## src/rtl/piso_framer.sv

```systemverilog
`default_nettype none
// ============================================================================
// Module      : piso_framer
// Description : Parallel-in, serial-out framer. Accepts a WIDTH-bit word over
//               a valid/ready handshake and sends it LSB first as
//               START(0), data bits, optional even-parity bit, STOP(1).
// Ports       : clk        - clock, rising-edge active
//               rst        - synchronous active-high reset
//               din        - parallel word, captured on accept
//               din_valid  - upstream word available
//               din_ready  - framer can take a word (IDLE or STOP)
//               sout       - registered serial line, idles high
//               busy       - registered, high from START through STOP
//               frame_done - registered, high during the STOP bit
// Revision    : 1.0 - initial release
// ============================================================================
module piso_framer #(
    parameter int WIDTH     = 4,
    parameter bit PARITY_EN = 1'b1
) (
    input  logic             clk,
    input  logic             rst,
    input  logic [WIDTH-1:0] din,
    input  logic             din_valid,
    output logic             din_ready,
    output logic             sout,
    output logic             busy,
    output logic             frame_done
);

    localparam int              c_cnt_w = (WIDTH > 1) ? $clog2(WIDTH) : 1;
    localparam logic [c_cnt_w-1:0] c_last = c_cnt_w'(WIDTH - 1);

    typedef enum logic [2:0] {
        S_IDLE   = 3'd0,
        S_START  = 3'd1,
        S_DATA   = 3'd2,
        S_PARITY = 3'd3,
        S_STOP   = 3'd4
    } state_t;

    state_t               r_state;
    state_t               w_state_n;
    logic [WIDTH-1:0]     r_shreg;
    logic [WIDTH-1:0]     w_shreg_n;
    logic [c_cnt_w-1:0]   r_cnt;
    logic [c_cnt_w-1:0]   w_cnt_n;
    logic                 r_par;
    logic                 w_par_n;
    logic                 w_sout_n;
    logic                 w_busy_n;
    logic                 w_done_n;
    logic                 w_accept;

    // Ready in STOP lets a new frame start with no idle gap.
    assign din_ready = (r_state == S_IDLE) || (r_state == S_STOP);
    assign w_accept  = din_valid && din_ready;

    always_ff @(posedge clk) begin
        if (rst) begin
            r_state    <= S_IDLE;
            r_shreg    <= '0;
            r_cnt      <= '0;
            r_par      <= 1'b0;
            sout       <= 1'b1;
            busy       <= 1'b0;
            frame_done <= 1'b0;
        end else begin
            r_state    <= w_state_n;
            r_shreg    <= w_shreg_n;
            r_cnt      <= w_cnt_n;
            r_par      <= w_par_n;
            sout       <= w_sout_n;
            busy       <= w_busy_n;
            frame_done <= w_done_n;
        end
    end

    always_comb begin
        w_state_n = r_state;
        w_shreg_n = r_shreg;
        w_cnt_n   = r_cnt;
        w_par_n   = r_par;

        case (r_state)
            S_IDLE: begin
                if (w_accept) begin
                    w_state_n = S_START;
                    w_shreg_n = din;
                    w_par_n   = ^din;
                end
            end
            S_START: begin
                w_state_n = S_DATA;
                w_cnt_n   = '0;
            end
            S_DATA: begin
                w_shreg_n = r_shreg >> 1;
                if (r_cnt == c_last) begin
                    w_state_n = PARITY_EN ? S_PARITY : S_STOP;
                end else begin
                    w_cnt_n = r_cnt + 1'b1;
                end
            end
            S_PARITY: begin
                w_state_n = S_STOP;
            end
            S_STOP: begin
                if (w_accept) begin
                    w_state_n = S_START;
                    w_shreg_n = din;
                    w_par_n   = ^din;
                end else begin
                    w_state_n = S_IDLE;
                end
            end
            default: begin
                w_state_n = S_IDLE;
            end
        endcase

        // Outputs are registered, so they are decoded from the next state:
        // the value lands on the pins in the same cycle the state does.
        w_sout_n = 1'b1;
        case (w_state_n)
            S_START:  w_sout_n = 1'b0;
            S_DATA:   w_sout_n = w_shreg_n[0];
            S_PARITY: w_sout_n = w_par_n;
            default:  w_sout_n = 1'b1;
        endcase
        w_busy_n = (w_state_n != S_IDLE);
        w_done_n = (w_state_n == S_STOP);
    end

endmodule
`default_nettype wire

```

## config.mk

```make
export PLATFORM = sky130hd
export DESIGN_NAME = piso_framer
export DESIGN_NICKNAME = d
export VERILOG_FILES = /design/src/rtl/piso_framer.sv
export SDC_FILE = /design/constraint.sdc
export NUM_CORES = 1
export LEC_CHECK = 0
export ABC_AREA = 1
export BUFFER_PORTS_ARGS = -buffer_cell sky130_fd_sc_hd__buf_2
export CAP_MARGIN = 25
export CORE_AREA = 2 2 39 41
export CTS_BUF_LIST = sky130_fd_sc_hd__clkbuf_4 sky130_fd_sc_hd__clkbuf_8
export CTS_CLUSTER_SIZE = 8
export DETAILED_ROUTE_END_ITERATION = 7
export DIE_AREA = 0 0 41 43
export PLACE_DENSITY = 0.69
export SLEW_MARGIN = 20
export SYNTH_ARGS = -nofsm -noshare
export SYNTH_HDL_FRONTEND = slang
export SYNTH_SLANG_ARGS = --single-unit
export TNS_END_PERCENT = 20
```

## constraint.sdc

```tcl
create_clock -name clk -period 1.3 [get_ports clk]
set_input_delay 0.065 -clock clk [delete_from_list [all_inputs] [get_ports clk]]
set_output_delay 0.065 -clock clk [all_outputs]
set_load 0.01 [all_outputs]
```

---- After elaboration in Yosys (flattened, before gate mapping) ----
Index checks and enable logic that the tools add are counted.
storage, ports and cells
  output and inout port bits .............. 4
  word-level logic and storage cells ...... 41
  bits of input ports ..................... 7
  register bits after elaboration ......... 13
operators by class
  equal/unequal tests ..................... 11
  multiplexer cells ....................... 11
  add/sub/neg operators ................... 1
  reduce and logical (&&, ||, !) cells .... 10
operator list
  operator                                                                 number
  3-bit one-hot mux with 5 select lines                                    1
  3-bit by 2-bit == test with 1-bit output, second input constant          4
  4-bit one-hot mux with 2 select lines                                    1
  3-bit by 1-bit == test with 1-bit output, second input constant          2
  3-bit == test, second input constant                                     2
  3-bit two-way mux                                                        2
  4-bit two-way mux                                                        1
  2-bit one-hot mux with 2 select lines                                    1
  2-bit AND reduction                                                      2
  2-bit nonzero test                                                       2
  4-bit XOR reduction                                                      1
  3-bit logical NOT                                                        1
  1-bit two-way mux                                                        3
  1-bit one-hot mux with 3 select lines                                    1
  3-bit nonzero test                                                       1
  2-bit by 1-bit adder with 2-bit output, second input constant            1
  2-bit == test, second input constant                                     1
  2-bit two-way mux                                                        1
  2-bit by 1-bit inequality test with 1-bit output, second input constant  1
  2-bit inequality test, second input constant                             1
  2-bit OR reduction                                                       1
  1-bit logical AND                                                        1
  1-bit logical OR                                                         1

---- Depth between registers and ports, before layout ----
Gate-level depths: netlist (run 1).
  depth after elaboration ................. 7
  depth in mapped cells ................... 7
  mapped depth without buffers ............ 7

---- Worst setup path after synthesis (run 1) ----
No wires, ideal clock.
  path kind ............................... register -> register
  start point ............................. register r_state[1]
  end point ............................... register sout
  data arrival time ....................... 929 ps
  stages on the path, launching flop included .. 7
  buffers on the path ..................... 0
  slack ................................... 253 ps
  period minus slack after synthesis ...... 1047 ps
  data required time ...................... 1182 ps
  library setup time ...................... 118 ps
  cells stage by stage .................... dfxtp_1 > nor2_4 > nand2_4 > inv_2 > or2_1 > nand3_1 > nand3_2
on the way
  word-level cells in the longest chain between the ends .. 7
  elaborated cells on any way between the ends .. 20
  those cells by class .................... eq/ne: 7; mux: 9; reduce/logical: 4
ends and longest elaborated chain
  item                                                                                                         line     RTL
  from (decl)                                                                                                  42       state_t r_state;
  from (signal assigned)                                                                                       69       r_state <= w_state_n;
  3-bit == test / 3-bit logical NOT (equally long branches)                                                    56       assign din_ready = (r_state == S_IDLE) || (r_state == S_STOP);
  1-bit logical OR *                                                                                           56
  named net din_ready                                                                                          25       output logic din_ready,
  1-bit logical AND *                                                                                          57       assign w_accept = din_valid && din_ready;
  1-bit two-way mux / 3-bit two-way mux (equally long branches)                                                109, 87
  3-bit one-hot mux with 5 select lines                                                                        85       case (r_state)
  3-bit by 2-bit == test with 1-bit output / 3-bit by 1-bit == test with 1-bit output (equally long branches)  125      case (w_state_n)
  1-bit one-hot mux with 3 select lines *                                                                      125
  to (signal assigned)                                                                                         73       sout <= w_sout_n;
  to (decl)                                                                                                    26       output logic sout,
The timed path passes the listed nets; every way through them passes the cells marked *. The select of a mux whose other input is x is not followed.
A chain may end at the register's enable or synchronous reset.

---- Final worst setup path (run 1) ----
  start point ............................. register r_state[0]
  end point ............................... register sout
on the way
  word-level cells in the longest chain between the ends .. 7
  elaborated cells on any way between the ends .. 20
  those cells by class .................... eq/ne: 7; mux: 9; reduce/logical: 4
ends and longest elaborated chain
  item                                                                                                         line
  3-bit == test / 3-bit logical NOT (equally long branches)                                                    56, 85
  1-bit logical OR                                                                                             56
  1-bit logical AND                                                                                            57
  1-bit two-way mux / 3-bit two-way mux (equally long branches)                                                109, 87
  3-bit one-hot mux with 5 select lines                                                                        85
  3-bit by 2-bit == test with 1-bit output / 3-bit by 1-bit == test with 1-bit output (equally long branches)  125
  1-bit one-hot mux with 3 select lines *                                                                      125
Mark *: on every way between the ends. The rest lies on a longest branch, timed or not. The select of a mux whose other input is x is not followed.

==> summary.txt, run 1 <==
Run status
  – Outcome: complete, no violations

Critical path
  – Reg-to-reg slack, setup: 0.14 ns
  – Worst reg2reg path startpoint: r_state[0]
  – Setup crit start: r_state[0]
  – CP Max Fanout: 7
  – CP arrival: 1.32 ns
  – Worst Reg-to-Reg Cells: 7
  – Setup crit start kind: flop
  – Endpoint type of the worst setup path: flop
  – Setup CP Type: flop to flop
  – WP data required: 1.46 ns
  – CP endpoint: sout
  – Worst R2R End: sout

GRT
  – Largest net degree at the start of global routing: 12
  – First-pass GRT wire length: 1970 um
  – Vias in the first global route: 515
  – Global route overflow: 0
  – Aggregate global-route resource usage: 16.5%
  – Antenna violations before repair: 0

STA
  – Max_slew headroom: 85.4%
  – Final hold vios: 0
  – Post-Route Skew: 0.00705 ns
  – Fmax: 859 MHz
  – Slew Viols, Final: 0
  – Worst Tran Pin Value: 0.218 ns
  – Final worst-path cycle share: 89.6%
  – Final worst path period need: 1.16 ns
  – Final number of setup-violating endpoints: 0
  – Setup repair after global routing missed its margin: no
  – Setup TNS: 0 ns

Logic synthesis
  – Distinct cells, synth: 19
  – Avg Cell Area, Syn: 7.11 sq um
  – Top cell type's share of synthesized area: 41.6%
  – Area leader, netlist: dfxtp_1
  – Cell area after synthesis: 626 sq um
  – Top cells by area, synth: dfxtp_1 42%, nand2_1 13%, inv_1 6.6%
  – Cell count after synthesis: 88
  – Syn nets: 96
  – Flops & latches, synth: 13
  – Post-synthesis sequential area ratio: 41.6%
  – Syn. warnings: 0

Drt
  – DRT Wirelength: 1170 um
  – DRT Pass-1 Iters: 5
  – Vias: 563
  – Avg WL per Cell: 9.97 um
  – Vias per std cell: 4.81
  – Antenna-violating nets left: 0
  – DR DRC count: 0
  – Initial DRC Count: 12

Clock tree
  – Hold Buf Count CTS: 0
  – Clk buf depth: 2
  – Cts bufs inserted: 3
  – CTS tree: built
  – CTS sink cnt: 13
  – Number of setup buffers added after CTS: 0
  – Clk_lat worst skew: 0.27 ns
  – CTS root buf: clkbuf_4
  – Htree depth: 1
  – Clock-pin slew on the worst setup and hold paths: 0.08 ns
  – Resized Gates After CTS: 0

Final layout
  – Area Overhead vs Synth: 15.4%
  – N_diodes: 0
  – Final Core Density: 52.2%
  – FILL cells: 144
  – Share of cells above drive strength 1: 24.8%
  – Final layout net count: 110
  – Cell area after layout: 722 sq um

Min path
  – Worst Hold Class: input port to flop

Floorplanning
  – Die Y: 43 um
  – Die width: 41 um
  – Initial Util: 45.2%
  – Io pins: 11
  – Core area: 1380 sq um
  – Num rows: 14
  – DIE AREA: 1760 sq um

Placement
  – Port Buf Inserts: 10
  – Routability cong.: 0.804
  – Dpl cell area: 692 sq um
  – DP HPWL: 915 um

Job
  – Max_cap viols: 0

Power
  – Pwr Density: 1190 nW/um^2
  – Max rail drop VDD: 0.000396 V
  – Leakage dissipation: 0.373 nW
cell families (layout without fill, tap and decap cells):
group,Yosys count,in the layout,synth area share [%]
adders and majority gates,1,1,2.00
DFF,13,13,41.6
and+or+nand+nor,42,42,32.8
AOI/OAI and AO/OA,14,14,12.0
buffers and inverters,17,30,10.2
xor gates and xnor gates,1,1,1.40
registers in the layout, summed over array words and instances, names as in the netlist:
name and cells:
r_shreg 4, r_state 3, r_cnt 2, busy 1, frame_done 1, r_par 1, sout 1
final cells by class:
type	count	area, sq um	area share (%)
flip-flops and latches	13	260	36.0
clock buffers	4	30.0	4.16
repair buffers	10	50.0	6.93
multi-input cells	58	302	41.8
inverters	16	60.1	8.32
well taps	16	20.0	2.77
worst min path at each step:
stage                       from         end  slack, ns  cells after the start
after floorplan           din[3]  r_shreg[3]       0.21                      2
after global placement    din[3]  r_shreg[3]       0.36                      3
after detailed placement  din[3]  r_shreg[3]       0.37                      3
after CTS                 din[3]  r_shreg[3]       0.08                      3
after global routing      din[3]  r_shreg[3]       0.08                      3
final                     din[3]  r_shreg[3]       0.08                      3
metal layers:
layer  global-route usage, %  part of all wire (%)  vias up
met5                       0                     0        -
met3                    4.71                   3.6        2
met2                    26.6                    49        9
met1                    18.8                    47      251
met4                    8.00                  0.86        0
li1                        -                     -      301
per-stage QoR:
stage	instances	hold slack [ns]	power, mW	setup slack, ns
after floorplan	88	0.212	0.556	0.253
after global placement	113	0.361	0.598	0.206
after detailed placement	113	0.369	0.601	0.159
after CTS	117	0.0758	0.869	0.137
after global routing	117	0.0753	0.914	0.00936
final	117	0.0799	0.859	0.135
synthesized netlist by cell type:
| library cell | count |
|---|---|
| a211oi_1 | 1 |
| a21oi_1 | 7 |
| clkbuf_1 | 1 |
| dfxtp_1 | 13 |
| ha_1 | 1 |
| inv_1 | 11 |
| inv_2 | 5 |
| nand2_1 | 21 |
| nand2_2 | 1 |
| nand2_4 | 1 |
| nand3_1 | 6 |
| nand3_2 | 2 |
| nor2_1 | 8 |
| nor2_4 | 2 |
| o211ai_1 | 1 |
| o21ai_0 | 4 |
| o21ai_1 | 1 |
| or2_1 | 1 |
| xnor2_1 | 1 |
where the power goes:
group | internal (mW) | leakage [nW] | switching [mW]
Clock | 0.139 | 0.0184 | 0.127
Combinational | 0.0579 | 0.248 | 0.0936
Sequential | 0.425 | 0.107 | 0.0153
Total | 0.623 | 0.373 | 0.236
critical path, stage by stage, from the launching register on:
cell and delay (ns):
dfxtp_1 0.43, inv_2 0.08, nand3_2 0.17, inv_2 0.07
nand2_1 0.06, nand3_1 0.09, nand2_1 0.09, nand3_2 0.07
placed cells by master (no fill, tap or decap), drive strengths merged:
cell,instances
clkbuf,4
buf,10
a211oi,1
nand3,8
nor2,10
inv,16
o211ai,1
or2,1
nand2,23
a21oi,7
dfxtp,13
ha,1
o21ai,5
xnor2,1
No activity file was read; power rests on OpenSTA's default activity.
==> run 2: changes to the inputs <==
--- a/config.mk
+++ b/config.mk
@@ -8,12 +8,12 @@
 export ABC_AREA = 1
 export BUFFER_PORTS_ARGS = -buffer_cell sky130_fd_sc_hd__buf_2
 export CAP_MARGIN = 25
-export CORE_AREA = 2 2 39 41
+export CORE_MARGIN = 1.5
+export CORE_UTILIZATION = 45
 export CTS_BUF_LIST = sky130_fd_sc_hd__clkbuf_4 sky130_fd_sc_hd__clkbuf_8
 export CTS_CLUSTER_SIZE = 8
 export DETAILED_ROUTE_END_ITERATION = 7
-export DIE_AREA = 0 0 41 43
-export PLACE_DENSITY = 0.69
+export PLACE_DENSITY = 0.66
 export SLEW_MARGIN = 20
 export SYNTH_ARGS = -nofsm -noshare
 export SYNTH_HDL_FRONTEND = slang
==> summary.txt, run 2 (synthesis gave the netlist of run 1 again) <==
Run status
  – Outcome: complete, no violations

GRT
  – Aggregate global-route resource usage: 18.3% (+1.8 points)
  – Global route overflow: 0 (unchanged)
  – Largest net degree at the start of global routing: 12 (unchanged)
  – First-pass GRT wire length: 1860 um (-5.6%)
  – Vias in the first global route: 476 (-7.6%)
  – Antenna violations before repair: 0 (unchanged)

Critical path
  – Endpoint type of the worst setup path: flop
  – WP data required: 1.47 ns (about the same)
  – Setup CP Type: flop to flop
  – Worst path cell trace: nor2_4, nand2_4, inv_2, or2_1, nand3_1, nand3_2
  – Cell family with most CP delay: simple AND/OR/NAND/NOR gates
  – Setup crit start kind: flop
  – CP Max Fanout: 5 (-2)
  – Crit path max-delay cell type: dfxtp_1
  – Worst Path Buf+Inv: 1 (-1)
  – CP arrival: 1.30 ns (-0.02 ns)
  – Crit-path max cell delay: 0.43 ns (about the same)

Final layout
  – Final Core Density: 55.4% (+3.2 points)
  – Max FFs per register: 4 (unchanged)
  – Reg with most FFs: r_shreg
  – Final layout net count: 110 (unchanged)
  – Post-layout instance count excluding filler cells: 116 (-0.85%)
  – Area Overhead vs Synth: 15.2%
  – Largest registers: r_shreg (4), r_state (3), r_cnt (2)
  – Most common cell after layout, fill and taps aside: nand2_1
  – Cell area after layout: 721 sq um (-0.17%)
  – N_diodes: 0 (unchanged)
  – Most frequent cells in the layout: 21 x nand2_1, 13 x dfxtp_1, 11 x inv_1, 10 x buf_2, 8 x nor2_1
  – Share of cells above drive strength 1: 24.8% (unchanged)

Clock tree
  – Cts bufs inserted: 3 (unchanged)
  – CTS tree: built
  – CTS sink cnt: 13 (unchanged)
  – Clk buf depth: 2 (unchanged)
  – Resized Gates After CTS: 0 (unchanged)
  – Htree depth: 1 (unchanged)
  – CTS root buf: clkbuf_4
  – Clock-pin slew on the worst setup and hold paths: 0.08 ns (about the same)
  – Hold Buf Count CTS: 0 (unchanged)
  – Number of setup buffers added after CTS: 0 (unchanged)
  – Clk_lat worst skew: 0.27 ns (about the same)

Floorplanning
  – Die width: 40.3 um (-1.7%)
  – Io pins: 11 (unchanged)
  – Initial Util: 48.1% (+2.9 points)
  – Num rows: 13 (-1)
  – Die Y: 40.3 um (-6.3%)
  – DIE AREA: 1620 sq um (-7.9%)
  – Core area: 1300 sq um (-6.0%)

Power
  – Switching power: 0.235 mW (-0.49%)
  – Max rail drop VDD: 0.000878 V (+120%)
  – Logic pwr share: 17.7% (about the same)
  – Cell internal pwr: 0.623 mW (about the same)
  – Reg power frac: 51.3% (about the same)
  – Leakage dissipation: 0.373 nW (unchanged)
  – Pwr Density: 1190 nW/um^2 (about the same)
  – Clock share of power: 31.0% (about the same)
  – Sw frac: 27.4% (-0.11 points)

Min path
  – Worst Hold Class: input port to flop

Drt
  – Initial DRC Count: 3 (-9)
  – Avg WL per Cell: 10.0 um (+0.34%)
  – Vias: 539 (-4.3%)
  – Metal3 WL: 54 um (+29%)
  – DRT Pass-1 Iters: 3 (-2)
  – Met1 WL: 562 um (+3.5%)
  – Antenna-violating nets left: 0 (unchanged)
  – DR DRC count: 0 (unchanged)
  – Max Used Layer: met4
  – Routed length on met2: 538 um (-5.6%)
  – Vias per std cell: 4.65 (-3.4%)
  – DRT Wirelength: 1160 um (-0.51%)

STA
  – Worst Tran Pin Value: 0.205 ns (-0.0124 ns)
  – Final worst-path cycle share: 87.4% (-2.2 points)
  – Final hold vios: 0 (unchanged)
  – Slew Viols, Final: 0 (unchanged)
  – Final number of setup-violating endpoints: 0 (unchanged)
  – Post-Route Skew: 0.00447 ns (-0.00258 ns)
  – Final worst path period need: 1.14 ns (-0.0288 ns)
  – Setup TNS: 0 ns (unchanged)
  – Worst-case hold slack: 0.0788 ns (-0.00109 ns)
  – Max_slew headroom: 86.3% (+0.90 points)
  – Fmax: 880 MHz (+2.5%)
  – Setup repair after global routing missed its margin: no

Placement
  – DP HPWL: 939 um (+2.7%)
  – Routability cong.: 0.814 (+1.3%)
  – Port Buf Inserts: 10 (unchanged)
  – Dpl cell area: 691 sq um (-0.18%)
  – DP Cell Count: 112 (-0.88%)

Job
  – Max_cap viols: 0 (unchanged)
==> run 2: cell counts in the layout (fill, tap and decap cells not counted) <==
Identical to the previous run, type by type.
==> run 2: power groups by stage <==
stage / Combinational, mW / Clock, mW / Sequential (mW)
after CTS: 0.153 / 0.274 / 0.440
after global placement: 0.149 / 0 / 0.450
after global routing: 0.176 / 0.294 / 0.443
after floorplan: 0.105 / 0 / 0.451
after detailed placement: 0.153 / 0 / 0.449
final: 0.151 / 0.266 / 0.440
==> run 2: area by class of cell <==
| cell class | count | area, sq um |
|---|---|---|
| Tap cell | 15 | 18.8 |
| Timing Repair Buffer | 10 | 50.0 |
| Sequential cell | 13 | 260 |
| Multi-Input combinational cell | 58 | 302 |
| Clock buffer | 4 | 30.0 |
| Fill cell | 138 | 581 |
| Inverter | 16 | 60.1 |
==> run 2: worst min-delay path: cells and delay by family <==
kind | cells | cell delay [ns]
buf+inv | 1 | 0.12
simple gates | 1 | 0.07
compound gates | 1 | 0.06
==> run 2: worst paths after layout <==
kind | startpoint | end | cells after the start | slack (ns)
worst max-delay path | r_state[1] | sout | 6 | 0.16
worst min-delay path | din[3] | r_shreg[3] | 3 | 0.08
worst max register to register | r_state[1] | sout | 6 | 0.16
worst min register to register | r_shreg[3] | r_shreg[3] | 2 | 0.46
==> run 2: routing by layer <==
| layer | vias up | global-route usage (%) |
|---|---|---|
| li1 | 299 | - |
| met1 | 229 | 19.1 |
| met2 | 9 | 31.5 |
| met3 | 2 | 10.0 |
| met4 | 0 | 5.00 |
| met5 | - | 0 |
==> run 2: metrics by stage <==
step                power (mW)  setup WS [ns]
floorplan                0.556          0.253
global placement         0.598          0.207
detailed placement       0.602          0.178
CTS                      0.867          0.162
global route             0.914         0.0564
finish                   0.858          0.164
